### config.mk
export PLATFORM = sky130hd
export DESIGN_NAME = mux_sel_sequencer
export DESIGN_NICKNAME = d
export VERILOG_FILES = /design/src/rtl/mux_sel_sequencer.sv
export SDC_FILE = /design/constraint.sdc
export NUM_CORES = 1
export LEC_CHECK = 0
export CORE_ASPECT_RATIO = 0.75
export CORE_MARGIN = 4
export CORE_UTILIZATION = 40
export CTS_CLUSTER_SIZE = 30
export DETAILED_ROUTE_END_ITERATION = 16
export PLACE_DENSITY_LB_ADDON = 0.12
export SYNTH_ARGS = -nofsm -noshare
export SYNTH_HDL_FRONTEND = slang
export SYNTH_SLANG_ARGS = --single-unit
### constraint.sdc
create_clock -name clk -period 2.25 [get_ports clk]
set_input_delay 0.45 -clock clk [delete_from_list [all_inputs] [get_ports clk]]
set_output_delay 0.45 -clock clk [all_outputs]
set_load 0.02 [all_outputs]
### src/rtl/mux_sel_sequencer.sv
// mux_sel_sequencer: scan controller for a 4:1 mux.
// It steps the mux select lines through the enabled channels in ascending order
// and dwells DWELL cycles on each channel. It captures y at cycle SETTLE of each
// dwell and reports the four captured bits as one word after each completed scan.
//
// Handshake: there is no ready. sample_valid is a one-cycle strobe, and samples
// is valid in that cycle and holds until the next strobe. start is a request
// that is only taken in IDLE, and only with a non-zero ch_en.
module mux_sel_sequencer #(
    parameter int DWELL  = 4,
    parameter int SETTLE = 1
) (
    input  logic       clk,
    input  logic       rst_n,
    input  logic       start,
    input  logic [3:0] ch_en,
    input  logic       continuous,
    input  logic       y,
    output logic       sel0,
    output logic       sel1,
    output logic       busy,
    output logic [3:0] samples,
    output logic       sample_valid
);

    typedef enum logic [1:0] {
        IDLE   = 2'd0,
        SCAN   = 2'd1,
        REPORT = 2'd2
    } state_t;

    state_t     state;
    logic [1:0] ch;
    logic [7:0] cnt;
    logic [3:0] mask;
    logic [3:0] shadow;
    logic [3:0] shadow_nxt;
    logic       have_next;
    logic [1:0] next_ch;
    logic [1:0] first_ch;

    // Shadow including the bit captured this cycle, so that a capture on the
    // final dwell cycle still reaches samples.
    always_comb begin
        shadow_nxt = shadow;
        if (state == SCAN && cnt == 8'(SETTLE))
            shadow_nxt[ch] = y;
    end

    // Next higher enabled channel in the latched mask, if there is one.
    always_comb begin
        have_next = 1'b0;
        next_ch   = ch;
        for (int i = 3; i >= 0; i--) begin
            if (i > int'(ch) && mask[i]) begin
                have_next = 1'b1;
                next_ch   = 2'(i);
            end
        end
    end

    // Lowest enabled channel of the live ch_en, used when a scan begins.
    always_comb begin
        first_ch = 2'd0;
        for (int i = 3; i >= 0; i--) begin
            if (ch_en[i])
                first_ch = 2'(i);
        end
    end

    // Scan FSM. All outputs are registered here.
    always_ff @(posedge clk or negedge rst_n) begin
        if (!rst_n) begin
            state        <= IDLE;
            ch           <= 2'd0;
            cnt          <= 8'd0;
            mask         <= 4'd0;
            shadow       <= 4'd0;
            sel0         <= 1'b0;
            sel1         <= 1'b0;
            busy         <= 1'b0;
            samples      <= 4'd0;
            sample_valid <= 1'b0;
        end else begin
            sample_valid <= 1'b0;
            case (state)
                IDLE: begin
                    sel0 <= 1'b0;
                    sel1 <= 1'b0;
                    busy <= 1'b0;
                    if (start && (ch_en != 4'd0)) begin
                        mask   <= ch_en;
                        shadow <= 4'd0;
                        ch     <= first_ch;
                        cnt    <= 8'd0;
                        sel0   <= first_ch[1];
                        sel1   <= first_ch[0];
                        busy   <= 1'b1;
                        state  <= SCAN;
                    end
                end
                SCAN: begin
                    shadow <= shadow_nxt;
                    if (cnt == 8'(DWELL - 1)) begin
                        if (have_next) begin
                            ch   <= next_ch;
                            cnt  <= 8'd0;
                            sel0 <= next_ch[1];
                            sel1 <= next_ch[0];
                        end else begin
                            samples      <= shadow_nxt;
                            sample_valid <= 1'b1;
                            state        <= REPORT;
                        end
                    end else begin
                        cnt <= cnt + 8'd1;
                    end
                end
                REPORT: begin
                    if (continuous && (ch_en != 4'd0)) begin
                        mask   <= ch_en;
                        shadow <= 4'd0;
                        ch     <= first_ch;
                        cnt    <= 8'd0;
                        sel0   <= first_ch[1];
                        sel1   <= first_ch[0];
                        state  <= SCAN;
                    end else begin
                        sel0  <= 1'b0;
                        sel1  <= 1'b0;
                        busy  <= 1'b0;
                        state <= IDLE;
                    end
                end
                default: begin
                    state <= IDLE;
                    busy  <= 1'b0;
                    sel0  <= 1'b0;
                    sel1  <= 1'b0;
                end
            endcase
        end
    end

endmodule

==> qor.yml, run 1 <==
status: "complete, no violations"
antennaDiodeCount: 0
antenna_found_initial: 0
switching_power_uw: 955
path_class: "reg2reg"
start_kind: "flip-flop"
drtIter0Drc: 118
core.rowCount: 18
cts.htree.levels: 1
setup_tns_ns: 0
rsz0062_at_grt: "no"
grt_pass1_wl_um: 5660
path_cells: "or4_1 > nor4_4 > and2_1 > mux2i_1 > a21oi_1"
areaGrowthSynthToFinish_pct: 22.9
die_w_um: 78.5
synthTopCellsByCount: "27 x dfrtp_1, 17 x nor2_1, 14 x nand2_1, 13 x o21ai_0, 8 x a21oi_1"
numPlacedInstances: 226
pwr_density_cell_nw_per_um2: 1270
slew_violations: 0
clk_latency_ns: 0.27
fp.dieArea_um2: 4780
cp-end-kind: "flip-flop"
wl_per_cell_um: 14.1
grt_usage_pct: 15.2
cts.clk_slew.worst_paths_ns: 0.09
synth_ff_type: "dfrtp_1"
coreArea_um2: 3420
critical-path-max-stage-delay_ns: 0.73
critPathTopFamily: "simple AND/OR/NAND/NOR gates"
yosysMostFrequentCell: "dfrtp_1"
combPwrFrac_pct: 52.9
min_path_type: "reg2reg"
nets: 194
route.vias.total: 1252
die_h_um: 60.9
port_buffers: 16
hold_viol_final: 0
clk_path_buf_depth: 2
ys_ff_latch: 27
nFillCells: 323
power.internal_uw: 1370
antenna_left: 0
yosysWarnings: 0
worstPathRequired_ns: 2.41
p_seq_share_pct: 35.3
initial_utilization_pct: 43.5
ys_top_cells_by_area: "dfrtp_1 45%, o21ai_0 4.4%, nor2_1 4.3%, mux2_2 3.8%, nand2_1 3.5%"
switching_share_pct: 41.1
cpMaxStageDelayCell: "or4_1"
total_power_uw: 2320
wirelength_um: 3280
first_pass_iters: 4
ys_seq_area_share_pct: 45.3
fmax_mhz: 478
finalCriticalPeriod_ns: 2.09
cts_root_buffer: "clkbuf_8"
fin_crit_sh_pct: 93.0
yosysTopAreaCellShare_pct: 45.3
instances_no_fill: 232
slew_headroom_pct: 53.4
cts_tree: "yes"
ir_worst_vdd_mv: 0.761
setup-violations-final: 0
leakage_uw: 0.000787
cts_buffers: 3
synth_edf_count: 0
synthesis.nets: 168
synth_cells: 157
dp_hpwl_um: 2390
drc: 0
worstPathMaxFanout: 6
gp_congestion: 0.854
io_pins: 17
place_area_um2: 1750
ys_types: 44
clock-sinks: 27
worst_pin_slew_ns: 0.694
final_layout_size_suffix_gt1_share_pct: 16.5
grt_max_degree: 28
p_clk_share_pct: 11.8
syn_area_um2: 1490
synthArstFlopShare_pct: 100
max_cap_violations: 0
overflow: 0
syn_avg_cell_area_um2: 9.49
critPathBufInv: 0
skew_ns: 0.00907
yosysTopAreaCell: "dfrtp_1"
final_cell_area_um2: 1830
vias_per_cell: 5.40
worstPathArrival_ns: 2.25
grt_pass1_vias: 1238
## path summary, 6_finish.rpt
check                           from          to  slack (ns)  cells past startpoint
setup / recovery              cnt[7]  samples[0]        0.16                      5
hold / removal             shadow[3]   shadow[3]        0.51                      2
setup reg to reg              cnt[7]  samples[0]        0.16                      5
hold reg to reg            shadow[3]   shadow[3]        0.51                      2
max in group asynchronous      rst_n   shadow[2]        1.44                      2
min in group asynchronous      rst_n      cnt[1]        0.54                      2
## power groups by stage
stage	Sequential (uW)	Clock (uW)	Combinational [uW]
final	820	274	1230
after global routing	850	305	1360
after CTS	816	282	1200
after detailed placement	821	0	1200
after global placement	819	0	1170
after floorplan	873	0	758
## tightest hold or removal path, stage by stage, from the launching register on
cell     delay [ns]
dfrtp_1        0.36
o21ai_0        0.08
nand2_1        0.06
## per-layer routing
layer | up-vias | part of all wire [%] | wire [um] | GRT usage [%]
li1 | 623 | - | - | -
met1 | 593 | 49 | 1620 | 21.0
met2 | 31 | 44 | 1440 | 24.6
met3 | 5 | 5.6 | 185 | 3.71
met4 | 0 | 1.1 | 35 | 2.99
met5 | - | 0 | 0 | 0
## timing repair
item                       in CTS  in global routing
buffers inserted                0                  2
hold buffers                    0                  0
setup endpoints to repair       0                  5
resized for setup               0                  3
## placed cells by master, fill, tap and decap left out, types with 2 or more instances in the layout
master / n
buf_4: 12
inv_1: 5
nor3_1: 5
a22o_1: 3
ha_1: 2
nor4_2: 2
nand2_1: 14
a21oi_1: 8
and2_1: 2
o21ai_0: 13
a31oi_1: 2
nor2b_1: 3
o31ai_1: 6
nor4_1: 2
clkbuf_8: 3
clkdlybuf4s50_1: 16
nand2b_1: 3
dfrtp_1: 27
mux2i_1: 3
nor2_1: 17
nand3_1: 5
mux2_2: 5
## through the flow
| step | utilization [%] | hold WS, ns | worst slack [ns] |
|---|---|---|---|
| after global placement | 51.2 | 0.497 | 0.0615 |
| after global routing | 53.5 | 0.557 | 0.0381 |
| after floorplan | - | 0.154 | 0.333 |
| after detailed placement | 51.2 | 0.495 | 0.00534 |
| after CTS | 52.5 | 0.523 | 0.101 |
| final | 53.5 | 0.514 | 0.158 |
## state kept, by name, indices dropped and copies added (netlist names)
| register | count |
|---|---|
| busy | 1 |
| ch | 2 |
| cnt | 8 |
| mask | 3 |
| sample_valid | 1 |
| samples | 4 |
| sel0 | 1 |
| sel1 | 1 |
| shadow | 4 |
| state | 2 |
## logic make-up (layout without fill, tap and decap cells)
kind of cell    after synthesis  after routing  share of synthesized area, %
simple gates                 63             63                          23.3
compound gates               45             45                          20.2
flops                        27             27                          45.3
buf+inv                      12             37                          3.61
mux                           8              8                          5.79
fa+ha+maj                     2              2                          1.68
## cell type report
type | count | area, um^2 | area share (%)
clock buffers | 4 | 45.0 | 2.46
inverters | 5 | 18.8 | 1.02
multi-input cells | 118 | 779 | 42.6
flip-flops and latches | 27 | 676 | 36.9
well taps | 50 | 62.6 | 3.42
repair buffers | 28 | 250 | 13.7
Power figures use the tool's default switching activity.
==> inputs of run 2 (changes only) <==
Settings changed: CAP_MARGIN set to 20, REMOVE_ABC_BUFFERS set to 1.
==> run 2 against run 1 <==
Compared with the run above:
- sequential power hardly changed
- first-iteration DRC count is 76% lower
- critical path type unchanged
- total power is 0.28% lower
- register-to-register slack got worse by 0.05 ns
==> qor.yml, run 2 (same netlist as run 1, synthesis figures left out) <==
antennaDiodeCount: 0
pwr_density_cell_nw_per_um2: 1270
cts_root_buffer: "clkbuf_8"
regMostFlops: "cnt"
first_pass_iters: 4
timing.rr.end: "cnt[5]"
wl_per_cell_um: 14.5
slew_violations: 0
rsz0062_at_grt: "no"
die_w_um: 78.5
dp_hpwl_um: 2400
status: "complete, no violations"
final_common_cell: "dfrtp_1"
initial_utilization_pct: 43.5
largest_reg_flops: 8
final_cell_mix: "27 x dfrtp_1, 17 x nor2_1, 16 x clkdlybuf4s50_1, 14 x nand2_1, 13 x o21ai_0"
clock-sinks: 27
clk_path_buf_depth: 2
hold_slack_ns: 0.517
worstPathMaxFanout: 17
reg2reg_from: "cnt[6]"
final_layout_size_suffix_gt1_share_pct: 15.6
path_cells: "or4_1 > nor2_4 > nor4b_4 > buf_12 > nor4_1 > o32a_1"
min_path_cells: 1
hold_viol_final: 0
cts_tree: "yes"
nets: 192
overflow: 0
antenna_left: 0
top_usage_layer: "met2"
switching_share_pct: 41.7
grt_use_met1_pct: 21.7
grt_pass1_wl_um: 5470
gp_congestion: 0.892
combPwrFrac_pct: 52.6
worstPathArrival_ns: 2.31
die_h_um: 60.9
power.internal_uw: 1350
start_kind: "flip-flop"
fmax_mhz: 467
cp-end-kind: "flip-flop"
coreArea_um2: 3420
cts.clk_slew.worst_paths_ns: 0.09
areaGrowthSynthToFinish_pct: 22.6
grt_max_degree: 28
cts_setup_buffers: 0
grt_usage_pct: 14.9
antenna_found_initial: 0
slew_headroom_pct: 53.2
p_seq_share_pct: 35.3
postCtsHoldBufs: 0
cpMaxStageDelayCell: "or4_1"
setup-violations-final: 0
drtIter0Drc: 28
max_cap_violations: 0
grtUsageMet2_pct: 22.8
route.vias.total: 1221
port_buffers: 16
skew_ns: 0.00218
switching_power_uw: 966
fin_crit_sh_pct: 95.1
vias_per_cell: 5.31
hold_end: "cnt[7]"
use_met3_pct: 3.41
min_path_type: "reg2reg"
io_pins: 17
largest_registers: "cnt x8, samples x4, shadow x4"
clk_latency_ns: 0.27
cts.htree.levels: 1
worstPathRequired_ns: 2.42
grt_pass1_vias: 1154
worst_pin_slew_ns: 0.698
wirelength_um: 3340
ir_worst_vdd_mv: 0.617
cts_buffers: 3
p_clk_share_pct: 12.1
r2r_slack_ns: 0.11
finalCriticalPeriod_ns: 2.14
path_class: "reg2reg"
total_power_uw: 2320
fp.dieArea_um2: 4780
hp-start: "cnt[7]"
critical-path-max-stage-delay_ns: 0.73
setup_tns_ns: 0
instances_no_fill: 230
worstRegToRegCells: 6
leakage_uw: 0.000781
drc: 0
numPlacedInstances: 226
core.rowCount: 18
==> run 2: metal layers <==
layer  part of all wire [%]  routed length, um
met3                    4.6                155
met2                     42               1410
met5                      0                  0
met4                   0.99                 33
met1                     52               1740
==> run 2: area by class of cell <==
class	instances	area [um^2]
clock buffers	3	41.3
clock inverters	1	5.00
fillers	328	1600
inverters	5	18.8
multi-input cells	118	776
flip-flops and latches	27	676
well taps	50	62.6
repair buffers	26	248
==> run 2: worst max-delay path by stage <==
stage             start    endpoint  slack (ns)  depth (start not counted)
2_1_floorplan    cnt[6]      cnt[5]         0.1                          5
5_1_grt          cnt[6]  samples[0]       0.006                          5
3_5_place_dp   ch_en[0]     mask[2]      -0.007                          5
3_3_place_gp   ch_en[0]     mask[2]        0.06                          5
6_report         cnt[6]      cnt[5]        0.11                          6
4_1_cts          cnt[6]  samples[0]        0.13                          5
==> run 2: what timing repair did <==
action,CTS,global route
setup endpoints to repair,0,1
endpoints found under the hold margin,0,0
gates resized for setup,0,2
==> run 2: critical path, delay by kind of cell, from the launching register on <==
kind	cells	cell delay (ns)
compound gates	1	0.16
buf+inv	1	0.19
flops	1	0.45
simple gates	4	1.23
==> run 2: per-stage QoR <==
step / utilization (%) / setup slack (ns) / instance area (um^2)
2_1_floorplan: - / 0.0986 / 1460
3_3_place_gp: 51.6 / 0.0572 / 1770
4_1_cts: 52.9 / 0.128 / 1810
6_report: 53.4 / 0.110 / 1830
5_1_grt: 53.4 / 0.00646 / 1830
3_5_place_dp: 51.6 / -0.00693 / 1770
==> run 2: power groups by stage <==
stage / combinational, uW / sequential (uW) / clock [uW]
final: 1220 / 817 / 280
after floorplan: 728 / 876 / 0
after detailed placement: 1200 / 824 / 0
after CTS: 1210 / 816 / 288
after global placement: 1180 / 816 / 0
after global routing: 1350 / 847 / 307
==> inputs of run 3 (changes only) <==
Settings changed: SKIP_CTS_REPAIR_TIMING set to 1.
==> results of run 3 <==
Same layout as run 2: the final DEF is identical, and so are final timing and power.
